## src/rtl/axi_ar_req_queue.sv

```systemverilog
// rtl/axi_ar_req_queue.sv - AXI4 AR request queue with FWFT output, level flags, flush and WRAP length error flag
module axi_ar_req_queue #(
    parameter int ADDR_WIDTH = 64,
    parameter int ID_WIDTH   = 4,
    parameter int DEPTH      = 8,
    parameter int AF_THRESH  = 6
) (
    input  logic                     clk,
    input  logic                     rst,
    input  logic                     flush,
    input  logic [ADDR_WIDTH-1:0]    s_araddr,
    input  logic [ID_WIDTH-1:0]      s_arid,
    input  logic [1:0]               s_arburst,
    input  logic [2:0]               s_arsize,
    input  logic [7:0]               s_arlen,
    input  logic                     s_arvalid,
    output logic                     s_arready,
    output logic [ADDR_WIDTH-1:0]    m_araddr,
    output logic [ID_WIDTH-1:0]      m_arid,
    output logic [1:0]               m_arburst,
    output logic [2:0]               m_arsize,
    output logic [7:0]               m_arlen,
    output logic                     m_arvalid,
    input  logic                     m_arready,
    output logic [$clog2(DEPTH):0]   level,
    output logic                     almost_full,
    output logic                     full,
    output logic                     empty,
    output logic                     err_wrap_len
);

    localparam int PW = $clog2(DEPTH);
    localparam int EW = ADDR_WIDTH + ID_WIDTH + 2 + 3 + 8;
    localparam logic [PW:0] LVL_FULL = (PW+1)'(DEPTH);
    localparam logic [PW:0] LVL_AF   = (PW+1)'(AF_THRESH);
    localparam logic [PW:0] PTR_ONE  = (PW+1)'(1);

    logic [EW-1:0] mem [DEPTH];
    logic [PW:0]   wr_ptr;
    logic [PW:0]   rd_ptr;
    logic          push;
    logic          pop;
    logic          wrap_len_bad;

    // Pointers carry a wrap bit, so their difference is the occupancy 0..DEPTH.
    assign level       = wr_ptr - rd_ptr;
    assign full        = (level == LVL_FULL);
    assign empty       = (level == '0);
    assign almost_full = (level >= LVL_AF);

    assign s_arready = !full;
    assign m_arvalid = !empty;
    assign push      = s_arvalid & s_arready;
    assign pop       = m_arvalid & m_arready;

    assign wrap_len_bad = (s_arburst == 2'b10) &&
                          !(s_arlen inside {8'd1, 8'd3, 8'd7, 8'd15});

    always_ff @(posedge clk) begin
        if (rst) begin
            wr_ptr       <= '0;
            rd_ptr       <= '0;
            err_wrap_len <= 1'b0;
        end else if (flush) begin
            wr_ptr <= '0;
            rd_ptr <= '0;
        end else begin
            if (push) begin
                wr_ptr <= wr_ptr + PTR_ONE;
            end
            if (pop) begin
                rd_ptr <= rd_ptr + PTR_ONE;
            end
            if (push && wrap_len_bad) begin
                err_wrap_len <= 1'b1;
            end
        end
    end

    // Storage has no reset; stale entries are masked by m_arvalid.
    always_ff @(posedge clk) begin
        if (!rst && !flush && push) begin
            mem[wr_ptr[PW-1:0]] <= {s_araddr, s_arid, s_arburst, s_arsize, s_arlen};
        end
    end

    assign {m_araddr, m_arid, m_arburst, m_arsize, m_arlen} = mem[rd_ptr[PW-1:0]];

endmodule
```

## config.mk

```make
export PLATFORM = sky130hd
export DESIGN_NAME = axi_ar_req_queue
export DESIGN_NICKNAME = d
export VERILOG_FILES = /design/src/rtl/axi_ar_req_queue.sv
export SDC_FILE = /design/constraint.sdc
export NUM_CORES = 1
export LEC_CHECK = 0
export ABC_AREA = 1
export BUFFER_PORTS_ARGS = -buffer_cell sky130_fd_sc_hd__buf_4
export CAP_MARGIN = 10
export CORE_MARGIN = 1
export CORE_UTILIZATION = 58
export CTS_BUF_LIST = sky130_fd_sc_hd__clkbuf_8
export CTS_CLUSTER_SIZE = 25
export DETAILED_ROUTE_END_ITERATION = 10
export PLACE_DENSITY = 0.81
export SYNTH_ARGS = -nofsm -noshare
export SYNTH_HDL_FRONTEND = slang
export SYNTH_SLANG_ARGS = --single-unit
export TNS_END_PERCENT = 100
```

## constraint.sdc

```tcl
create_clock -name clk -period 9.1 [get_ports clk]
set_input_delay 0.455 -clock clk [delete_from_list [all_inputs] [get_ports clk]]
set_output_delay 0.455 -clock clk [all_outputs]
set_load 0.01 [all_outputs]
```

* Word level (Yosys, flattened, before mapping) *
Memory sizes are Yosys's and may differ from the RTL's. A register that Yosys moved wholly into a read port is not among the register bits.
Index checks and enable logic that the tools add are counted.

storage, ports and cells
  register bits after elaboration = 9
  latch bits = 0
  RAM bits = 648
  ROM bits = 0
  input bits = 86
  output and inout bits = 91
  word-level logic and storage cells = 34
  memories = 1

operators by class
  add/sub/neg operators = 3
  multipliers = 0
  div/mod/pow operators = 0
  $lt $le $gt $ge = 1
  eq/ne operators = 6
  shifts and indexed selects = 0
  muxes and demuxes = 4
  bitwise operators = 3
  reduce and logical (&&, ||, !) cells = 13

memory list
  memory  depth  bits a word  read ports  clocked after Yosys merged registers in  wr ports  line  RTL
  mem     8      81           1           1                                        1         38    logic [EW-1:0] mem [DEPTH];

operators with widths
  kind                   number
  $add A4 B1 Y4 const B  2
  $eq A8 B1 Y1 const B   1
  $eq A8 B2 Y1 const B   1
  $eq A8 B3 Y1 const B   1
  $eq A8 B4 Y1 const B   1
  $mux W3                2
  $logic_not A1 Y1       5
  $eq A4 B4 Y1 const B   1
  $ge A4 B3 Y1 const B   1
  $logic_and A1 B1 Y1    4
  $logic_not A4 Y1       1
  $reduce_bool A4 Y1     1
  $sub A4 B4 Y4          1
  $and A1 B1 Y1          2
  $eq A2 B2 Y1 const B   1
  $mux W1                2
  $reduce_and A2 Y1      1
  $reduce_or A2 Y1       1
  $not A1 Y1             1

* Logic depth before layout (Yosys ltp) *
Gate-level depths: netlist (run 1).

  depth after elaboration = 7
  depth in mapped cells = 12
  mapped depth without buffers = 12

* Worst setup path after synthesis (run 1) *
OpenSTA, ideal clock, no wires.

  path type = register to register
  start point = register wr_ptr[0]
  end point = memory mem[6][0] (netlist bit), enable pin
  library setup time = 0.620 ns
  arrival time = 7.186 ns
  required time = 8.480 ns
  setup slack = 1.295 ns
  stages on the path, launching flop included = 11
  path buffers = 0
  clock period less this slack = 7.805 ns
  cells stage by stage = dfxtp_1 inv_1 ha_1 fa_1 inv_1 nand2_1 nand2_1 nor2_1 nand3_2 nand2_1 nor3_1

on the way
  word-level cells in the longest chain between the ends = 7

RTL lines
  item                           line  RTL
  start: declaration             39    logic [PW:0] wr_ptr;
  start signal: assignment       69    wr_ptr <= wr_ptr + PTR_ONE;
  $sub A4 B4 Y4                  46    assign level = wr_ptr - rd_ptr;
  net level[2]                   25    output logic [$clog2(DEPTH):0] level,
  $eq A4 B4 Y1                   47    assign full = (level == LVL_FULL);
  $logic_not A1 Y1               51    assign s_arready = !full;
  net s_arready                  17    output logic s_arready,
  $and A1 B1 Y1                  53    assign push = s_arvalid & s_arready;
  $logic_and A1 B1 Y1            82    if (!rst && !flush && push) begin
  $mux W1                        82
  $mux W1 (implied by the code)  83    mem[wr_ptr[PW-1:0]] <= {s_araddr, s_arid, s_arburst, s_arsize, s_arlen};
  end: declaration               38

The timed path passes the listed nets, and every way through them passes these cells.

==> impl_metrics.csv, run 1 <==
group,metric,value,unit
setup_path,crit_type,"reg -> out",
setup_path,crit_arrival,3980,ps
setup_path,worstPathMaxFanout,97,
layout,fillerInstances,2976,
clocking,cts_buffers,99,
layout,drive_gt1_share,14.3,%
pwr,p_comb_share,11.0,%
timing,finalMaxSlewViolations,0,
clocking,cts_htree_levels,3,
clocking,clockBufferDepth,3,
detailed_routing,drt_first_iter_violations,1651,
detailed_routing,drtAntennaViolNets,0,
timing,fmax,225,MHz
pwr,powerDensity,208,nW/um^2
timing,min_period,4440,ps
place,portBuffers,176,
synthesis,yosysWarningCount,0,
timing,finalWorstSetupSlack,4660,ps
timing,final.setup_skew,28.7,ps
detailed_routing,wl_per_cell,19.4,um
detailed_routing,met2RoutedLength,27600,um
setup_path,path_cells,"buf_4 -> buf_4 -> nor2_1 -> o32ai_1 -> nand2_1 -> nand2_1 -> buf_4",
pwr,vdd_ir_drop_max,0.102,mV
floorplanning,core,44200,um^2
synthesis,syn-num-nets,2053,
synthesis,synth_area_per_cell,13.2,um^2
pwr,intPower,4.75,mW
clocking,root_buffer,"clkbuf_8",
detailed_routing,top_layer,"met5",
pwr,seqPwrFrac,54.1,%
layout,multiInputGateArea,5520,um^2
setup_path,critical_path_required,8650,ps
clocking,cts_tree,"built",
setup_path,cp_slowest_cell,"buf_4",
synthesis,synth-seq-cells,660,
grt,antenna_found_initial,3,
setup_path,cp_num_buf_inv,3,
timing,max_slew_margin,16.9,%
grt,grt_pass1_wl,85600,um
synthesis,synth_seq_area_share,75.8,%
layout,fin_util,68.0,%
detailed_routing,wl_met3,4170,um
floorplanning,die_y,214,um
setup_path,slowest_delay,870,ps
detailed_routing,first_pass_iters,5,
timing,tightest_slew,1250,ps
grt,grt_pass1_vias,16454,
setup_path,critPathLaunchType,"flop",
pwr,power,6.27,mW
floorplanning,rows,77,
detailed_routing,drt-met1-wl,22800,um
synthesis,yosysTopAreaCellShare,74.9,%
synthesis,yosys.cell_types.count,24,
timing,setup_viol,0,
layout,nets,2297,
timing,whs,51.5,ps
synthesis,synth_top_area_cell,"edfxtp_1",
timing,rsz0062_at_grt,"false",
pwr,p_leak,10.6,nW
layout,final_common_cell,"edfxtp_1",
place,gp_congestion,0.804,
grt,grt-ovfl-total,0,
floorplanning,pin_count,177,
floorplanning,fp.dieArea,45600,um^2
layout,final_area,30100,um^2
layout,regArea,19700,um^2
place,post-place-ws,4760,ps
detailed_routing,via_count,16669,
detailed_routing,via_per_inst,5.78,
detailed_routing,wirelength,55900,um
place,placed_area,27600,um^2
floorplanning,fp.dieW,214,um
grt,track_usage,24.5,%
detailed_routing,drc,0,
place,dp_hpwl,29100,um
grt,grt_max_degree,245,
synthesis,ys.flop_type,"edfxtp_1",
layout,final_cell_mix,"edfxtp_1 (648), nor2_1 (504), nand2_1 (279), buf_4 (195), o21ai_0 (163)",
clocking,cts_resized,0,
clocking,cts_sinks,660,
place,dp_cells,2624,
hold_path,hold_class,"in -> reg",
outcome,status,"finished, final reports clean",
setup_path,crit_family,"buffers and inverters",
synthesis,syn_area,26000,um^2
layout,area_growth,15.8,%
synthesis,synth_enable_flop_cells,648,
job,cap_viol_max_count,0,
pwr,pwr-share-clk,34.9,%
synthesis,synth_area_leaders,"edfxtp_1 (75%), nor2_1 (7.4%), o32ai_1 (5.5%)",
layout,fin_cells,2882,
floorplanning,initial_core_util,58.7,%
synthesis,syn_inst,1961,
timing,fin_crit_sh,48.7,%
clocking,path_clk_slew,60,ps
timing,hold_viol_final,0,
timing,final.setup.tns,0,ps
clocking,insertion_delay,670,ps
setup_path,worst_setup_path_end_kind,"primary output",
pwr,p_switching,1.52,mW
synthesis,async_flop_share,0,%
setup_path,crit_top_cell,"buf_4",
pwr,swShare,24.3,%
[logic make-up after synthesis]
family,synth area share (%)
and+or+nand+nor,11.8
DFF,75.8
AOI/OAI and AO/OA,8.74
buffers and inverters,3.14
adders and majority gates,0.318
xor gates and xnor gates,0.135
[flip-flops by register name, summed over array words and instances, names as in the netlist, named ones only]
name and count:
wr_ptr 4, rd_ptr 4, mem 648, err_wrap_len 1
[worst reg2reg max path, delay by kind of cell (launching register included)]
family | cells | cell delay [ps]
adder cells (fa/ha/maj) | 2 | 650
AND/OR/NAND/NOR | 7 | 1660
buffers and inverters | 4 | 1200
flip-flops | 1 | 450
[timing repair]
item / CTS / global route
hold endpoints to repair: 487 / 0
hold buffers: 72 / 0
buffers inserted: 0 / 0
[power by group through the flow]
stage	logic, mW	clock network (mW)	registers, mW
floorplan	0.406	0	3.44
global placement	0.636	0	3.45
detailed placement	0.658	0	3.45
CTS	0.688	2.23	3.39
global route	0.753	2.36	3.39
finish	0.688	2.19	3.39
[cells in the mapped netlist, types with 7 or more instances]
| library cell | n |
|---|---|
| inv_1 | 22 |
| buf_1 | 7 |
| nand2_1 | 279 |
| buf_4 | 8 |
| a21oi_1 | 7 |
| clkbuf_1 | 58 |
| nor2_1 | 511 |
| o32ai_1 | 162 |
| o21ai_0 | 163 |
| nand3_1 | 15 |
| buf_6 | 24 |
| buf_2 | 27 |
| dfxtp_1 | 12 |
| edfxtp_1 | 648 |
[area by class of cell]
class / instances / share of cell area [%]
sequential: 660 / 65.5
tap: 592 / 2.46
clock buffer: 100 / 4.57
clock inverter: 84 / 1.43
timing repair buffer: 268 / 7.33
antenna: 2 / 0.0166
multi-input combinational: 1152 / 18.4
inverter: 24 / 0.329
[final timing paths]
path                                endpoint  cells past startpoint          from  slack, ps
worst max register to register    mem[5][26]                     13     wr_ptr[0]       4670
worst min-delay path               mem[3][0]                      1    s_arlen[0]         50
worst min register to register  err_wrap_len                      2  err_wrap_len        450
worst max-delay path             m_araddr[3]                      7          flop       4660
[per-layer routing]
metal | vias to the layer above | track usage, %
met3 | 97 | 4.45
met5 | - | 0
li1 | 7652 | -
met4 | 2 | 9.90
met2 | 713 | 40.2
met1 | 8205 | 32.8
Power figures use the tool's default switching activity.
==> inputs of run 2 (changes only) <==
--- a/config.mk
+++ b/config.mk
@@ -5,15 +5,15 @@
 export SDC_FILE = /design/constraint.sdc
 export NUM_CORES = 1
 export LEC_CHECK = 0
-export ABC_AREA = 1
+export ABC_AREA = 0
 export BUFFER_PORTS_ARGS = -buffer_cell sky130_fd_sc_hd__buf_4
 export CAP_MARGIN = 10
 export CORE_MARGIN = 1
-export CORE_UTILIZATION = 58
+export CORE_UTILIZATION = 56
 export CTS_BUF_LIST = sky130_fd_sc_hd__clkbuf_8
 export CTS_CLUSTER_SIZE = 25
 export DETAILED_ROUTE_END_ITERATION = 10
-export PLACE_DENSITY = 0.81
+export PLACE_DENSITY = 0.82
 export SYNTH_ARGS = -nofsm -noshare
 export SYNTH_HDL_FRONTEND = slang
 export SYNTH_SLANG_ARGS = --single-unit
==> constraint.sdc (replaced) <==
create_clock -name clk -period 4.05 [get_ports clk]
set_input_delay 0.2025 -clock clk [delete_from_list [all_inputs] [get_ports clk]]
set_output_delay 0.2025 -clock clk [all_outputs]
set_load 0.01 [all_outputs]
==> run 2 against run 1 <==
Count of clock-buffer cells in the layout is 3 higher. Highest routed layer unchanged. Critical path depth is 3 higher. Critical endpoint is now mem[4][8]. Power is 110% higher. Routed wire length is 14% lower. Flip-flop and latch count stayed put.
==> impl_metrics.csv, run 2 <==
group,metric,value,unit
floorplanning,rows,77,
clocking,path_clk_slew,60,ps
grt,grt_max_degree,82,
floorplanning,fp.dieArea,46400,um^2
layout,final_cell_mix,"edfxtp_1 (648), buf_4 (181), mux4_2 (162), clkbuf_8 (103), dlygate4sd3_1 (87)",
grt,grt-ovfl-total,0,
layout,area_growth,19.0,%
hold_path,hold_class,"in -> reg",
setup_path,crit_arrival,3440,ps
pwr,powerDensity,431,nW/um^2
grt,grt_pass1_wl,73800,um
place,portBuffers,176,
layout,final_area,30300,um^2
pwr,vdd_ir_drop_max,0.206,mV
timing,min_period,3120,ps
detailed_routing,wl_per_cell,23.5,um
synthesis,async_flop_share,0,%
timing,finalMaxSlewViolations,0,
timing,hold_viol_final,0,
detailed_routing,wl_met3,3500,um
job,cap_viol_max_count,0,
layout,drive_gt1_share,40.3,%
place,placed_area,27700,um^2
timing,fmax,321,MHz
synthesis,syn_inst,1035,
timing,fin_crit_sh,77.0,%
detailed_routing,drtAntennaViolNets,0,
detailed_routing,drt_first_iter_violations,992,
layout,fin_cells,2049,
timing,whs,337,ps
detailed_routing,via_count,11728,
synthesis,synth_area_leaders,"edfxtp_1 (76%), mux4_2 (14%), mux2_4 (4.7%)",
floorplanning,die_y,215,um
clocking,cts_htree_levels,3,
synthesis,synth_seq_area_share,77.3,%
clocking,root_buffer,"clkbuf_8",
synthesis,ys.flop_type,"edfxtp_1",
synthesis,yosysTopAreaCellShare,76.3,%
synthesis,netlist_top_cells_count,"edfxtp_1 (648), mux4_2 (162), mux2_4 (80)",
layout,fin_util,68.2,%
setup_path,worstPathMaxFanout,33,
timing,finalWorstSetupSlack,931,ps
synthesis,yosysWarningCount,0,
timing,final.setup_skew,28.7,ps
pwr,power,13.1,mW
synthesis,synth_area_per_cell,24.6,um^2
place,dp_cells,1780,
clocking,cts_sinks,660,
clocking,clockBufferDepth,3,
layout,largest_reg_flops,648,
layout,fillerInstances,2675,
setup_path,critPathLaunchType,"flop",
grt,track_usage,21.4,%
grt,antenna_found_initial,3,
setup_path,crit_type,"reg -> reg",
timing,rsz0062_at_grt,"false",
synthesis,yosysMostFrequentCell,"edfxtp_1",
clocking,cts_buffers,102,
place,dp_hpwl,27400,um
detailed_routing,top_layer,"met5",
place,gp_congestion,0.800,
timing,max_slew_margin,49.9,%
setup_path,worst_setup_path_end_kind,"flop",
hold_path,min_path_cells,2,
place,post-place-ws,975,ps
detailed_routing,drc,0,
floorplanning,initial_core_util,57.3,%
detailed_routing,drt-met1-wl,19500,um
timing,setup_viol,0,
synthesis,synth_enable_flop_cells,648,
clocking,cts_tree,"built",
pwr,p_leak,9.96,nW
floorplanning,pin_count,177,
outcome,status,"finished, final reports clean",
detailed_routing,first_pass_iters,5,
floorplanning,core,44500,um^2
clocking,insertion_delay,640,ps
floorplanning,fp.dieW,215,um
synthesis,yosys.cell_types.count,48,
timing,final.setup.tns,0,ps
grt,grt_pass1_vias,12598,
synthesis,syn-num-nets,1127,
detailed_routing,met2RoutedLength,24100,um
layout,nets,1471,
synthesis,synth-seq-cells,660,
setup_path,rr_worst_depth,10,
detailed_routing,wirelength,48300,um
synthesis,syn_area,25500,um^2
timing,tightest_slew,750,ps
synthesis,synth_top_area_cell,"edfxtp_1",
setup_path,critical_path_required,4370,ps
layout,final_common_cell,"edfxtp_1",
detailed_routing,via_per_inst,5.72,
-- run 2: changes by cell type in the layout (fill, tap and decap cells not counted), moves of 13 or more --
cell	before	now
dlygate4sd3_1	72	87
buf_4	195	181
mux2_4	0	80
buf_12	1	18
nand3_1	15	2
o32ai_1	162	0
nor2_1	504	7
mux4_2	0	162
o21ai_0	163	4
nand2_1	279	10
-- run 2: layout make-up --
cell class / instances / area, um^2 / share of cell area [%]
clock buffer: 103 / 1420 / 4.67
sequential: 660 / 19700 / 65.0
antenna: 2 / 5.00 / 0.0165
clock inverter: 77 / 339 / 1.12
inverter: 12 / 50.0 / 0.165
tap: 592 / 741 / 2.44
timing repair buffer: 286 / 2590 / 8.54
multi-input combinational: 317 / 5480 / 18.1
-- run 2: cells by family after synthesis --
kind of cell / share of synthesized area (%)
compound gates: 0.486
buf+inv: 1.56
xor+xnor: 0.201
flops: 77.3
mux: 19.1
simple gates: 1.03
fa+ha+maj: 0.324
-- run 2: final timing paths --
kind | from | end | slack, ps
max | rd_ptr[2] | mem[4][8] | 930
min | s_araddr[11] | mem[7][28] | 340
max reg2reg | rd_ptr[2] | mem[4][8] | 930
min reg2reg | wr_ptr[0] | wr_ptr[0] | 570
-- run 2: repair_timing --
item | 4_1_cts | 5_1_grt
hold buffers | 87 | 0
resized for setup | 0 | 0
buffers inserted | 0 | 0
hold endpoints to repair | 660 | 0
-- run 2: critical path, stage by stage (launching register included) --
cell      delay [ps]
dfxtp_1          390
inv_1             70
ha_1             370
nand3b_1         180
and3_4           210
nor2_2           160
nor2_4            70
inv_4            100
nand4_4          180
nor3_4           700
buf_12           310
-- run 2: power by group --
part	total (mW)	switching [mW]	internal [mW]
clock	4.79	2.37	2.41
combinational	0.736	0.337	0.399
sequential	7.56	0.0204	7.54
total	13.1	2.73	10.4
-- run 2: per-layer routing --
metal / global-route usage (%) / vias to the layer above
li1: - / 5119
met1: 28.7 / 6091
met2: 34.8 / 430
met3: 4.95 / 86
met4: 7.71 / 2
met5: 0 / -
==> inputs of run 3 (changes only) <==
--- a/config.mk
+++ b/config.mk
@@ -9,11 +9,11 @@
 export BUFFER_PORTS_ARGS = -buffer_cell sky130_fd_sc_hd__buf_4
 export CAP_MARGIN = 10
 export CORE_MARGIN = 1
-export CORE_UTILIZATION = 56
+export CORE_UTILIZATION = 58
 export CTS_BUF_LIST = sky130_fd_sc_hd__clkbuf_8
 export CTS_CLUSTER_SIZE = 25
 export DETAILED_ROUTE_END_ITERATION = 10
-export PLACE_DENSITY = 0.82
+export PLACE_DENSITY = 0.81
 export SYNTH_ARGS = -nofsm -noshare
 export SYNTH_HDL_FRONTEND = slang
 export SYNTH_SLANG_ARGS = --single-unit
==> constraint.sdc (replaced) <==
create_clock -name clk -period 2.9 [get_ports clk]
set_input_delay 0.145 -clock clk [delete_from_list [all_inputs] [get_ports clk]]
set_output_delay 0.145 -clock clk [all_outputs]
set_load 0.01 [all_outputs]
==> run 3 against run 2 <==
Clock power up 41%. Routed wire length up 5.6%. Power up 41%. Utilization up 3.3 points. Critical path depth up 1. Critical path type unchanged. Sequential share of layout area down 1.1 points. Flip-flop and latch count unchanged. First-iteration DRC count up 8.0%.
==> impl_metrics.csv, run 3 (synthesis results as in run 2) <==
group,metric,value,unit
floorplanning,rows,76,
layout,fin_cells,2093,
layout,fillerInstances,2452,
setup_path,crit_arrival,3180,ps
clocking,root_buffer,"clkbuf_8",
timing,whs,256,ps
place,placed_area,28100,um^2
clocking,cts_buffers,101,
floorplanning,fp.dieW,212,um
setup_path,worstReg2RegEnd,"mem[4][6]",
place,dp_cells,1803,
layout,drive_gt1_share,42.3,%
pwr,p_comb_share,5.9,%
setup_path,ff2ff_setup_slack,90,ps
pwr,seqPwrFrac,57.4,%
floorplanning,core,43200,um^2
place,post-place-ws,-23.8,ps
clocking,cts_tree,"built",
layout,final_common_cell,"edfxtp_1",
detailed_routing,via_per_inst,5.77,
clocking,clockBufferDepth,3,
detailed_routing,drtAntennaViolNets,0,
floorplanning,pin_count,177,
timing,fmax,356,MHz
timing,setup_viol,0,
floorplanning,die_y,212,um
layout,area_growth,21.1,%
detailed_routing,wirelength,50900,um
detailed_routing,drt_first_iter_violations,1071,
grt,grt_pass1_wl,76500,um
setup_path,critPathLaunchType,"flop",
clocking,insertion_delay,670,ps
pwr,vdd_ir_drop_max,0.390,mV
pwr,swShare,21.7,%
setup_path,rr_worst_depth,11,
timing,finalMaxSlewViolations,0,
pwr,pwr-share-clk,36.8,%
setup_path,crit_type,"reg -> reg",
timing,rsz0062_at_grt,"false",
pwr,powerDensity,596,nW/um^2
detailed_routing,first_pass_iters,5,
grt,grt-ovfl-total,0,
timing,finalWorstSetupSlack,87.1,ps
place,portBuffers,176,
layout,final_area,30900,um^2
pwr,intPower,14.4,mW
layout,nets,1511,
outcome,status,"finished, final reports clean",
setup_path,worstPathMaxFanout,16,
grt,grt_max_degree,56,
place,gp_congestion,0.796,
setup_path,critical_path_required,3270,ps
setup_path,endpoint,"mem[4][6]",
pwr,p_switching,3.98,mW
layout,fin_util,71.5,%
setup_path,worst_setup_path_end_kind,"flop",
grt,track_usage,23.5,%
clocking,cts_sinks,660,
setup_path,startpoint,"rd_ptr[2]",
timing,fin_crit_sh,97.0,%
timing,final.setup_skew,29.4,ps
layout,final_cell_mix,"edfxtp_1 (648), buf_4 (206), mux4_2 (162), clkbuf_8 (102), dlygate4sd3_1 (87)",
floorplanning,initial_core_util,59.0,%
clocking,cts_htree_levels,3,
hold_path,hold_class,"in -> reg",
timing,max_slew_margin,62.5,%
timing,min_period,2810,ps
grt,grt_pass1_vias,12927,
layout,largest_reg_flops,648,
detailed_routing,wl_per_cell,24.3,um
setup_path,r2r_start,"rd_ptr[2]",
timing,tightest_slew,563,ps
place,dp_hpwl,31100,um
timing,hold_viol_final,0,
grt,antenna_found_initial,6,
detailed_routing,drc,0,
floorplanning,fp.dieArea,44800,um^2
clocking,path_clk_slew,60,ps
job,cap_viol_max_count,0,
detailed_routing,via_count,12077,
pwr,p_leak,10.2,nW
==> run 3: cell count changes in the layout (fill, tap and decap cells not counted), moves of 5 or more <==
cell,before,now
clkinv_1,25,34
inv_1,49,42
buf_12,18,28
buf_4,181,206
clkinv_2,9,14
==> run 3: metal layers <==
| metal | part of all wire [%] | track usage (%) | vias up |
|---|---|---|---|
| met2 | 50 | 37.5 | 475 |
| met5 | 0.080 | 1.89 | - |
| met1 | 41 | 32.8 | 6319 |
| met4 | 1.7 | 7.80 | 6 |
| li1 | - | - | 5205 |
| met3 | 7.0 | 4.78 | 72 |
==> run 3: how the worst min path moves through the flow <==
stage / startpoint / to / cells after the start
floorplan: s_arlen[0] / mem[0][0] / 0
global placement: rst / err_wrap_len / 2
detailed placement: rst / err_wrap_len / 2
CTS: s_araddr[40] / mem[2][57] / 2
global route: s_araddr[49] / mem[6][66] / 2
finish: s_araddr[34] / mem[4][51] / 2
==> run 3: final cells by class <==
cell class | instances | area, um^2 | area share (%)
diodes | 3 | 7.51 | 0.0243
clock buffers | 102 | 1400 | 4.55
clock inverters | 87 | 382 | 1.24
inverters | 12 | 50.0 | 0.162
multi-input cells | 317 | 5490 | 17.8
flip-flops and latches | 660 | 19700 | 63.9
well taps | 585 | 732 | 2.37
repair buffers | 327 | 3090 | 10.0
==> run 3: power groups by stage <==
stage / sequential (mW) / combinational (mW) / clock (mW)
detailed placement: 10.8 / 0.975 / 0
CTS: 10.6 / 1.08 / 6.91
floorplan: 10.7 / 0.534 / 0
global placement: 10.7 / 0.953 / 0
global route: 10.5 / 1.15 / 7.33
finish: 10.6 / 1.08 / 6.76
==> run 3: what timing repair did <==
action / in CTS / in global routing
hold endpoints to repair: 660 / 0
hold buffers: 87 / 0
resized for setup: 3 / 4
buffers inserted: 0 / 10
endpoints found under the setup margin: 23 / 109
cloned: 0 / 1
pin swaps: 1 / 2
==> run 3: worst max-delay path, cell delays in order (launching register included) <==
cell and delay (ps):
dfxtp_1 400, inv_1 60, ha_1 370, nand3b_1 200, and3_4 220, nor2_2 160
nor2_4 80, inv_4 120, nand4_4 190, nor3_4 290, buf_6 190, clkbuf_16 220
==> run 3: through the flow <==
step / total power [mW] / setup TNS (ps)
final: 18.4 / 0
after global routing: 19.0 / 0
after CTS: 18.5 / 0
after detailed placement: 11.7 / -356
after global placement: 11.7 / 0
after floorplan: 11.3 / -381010
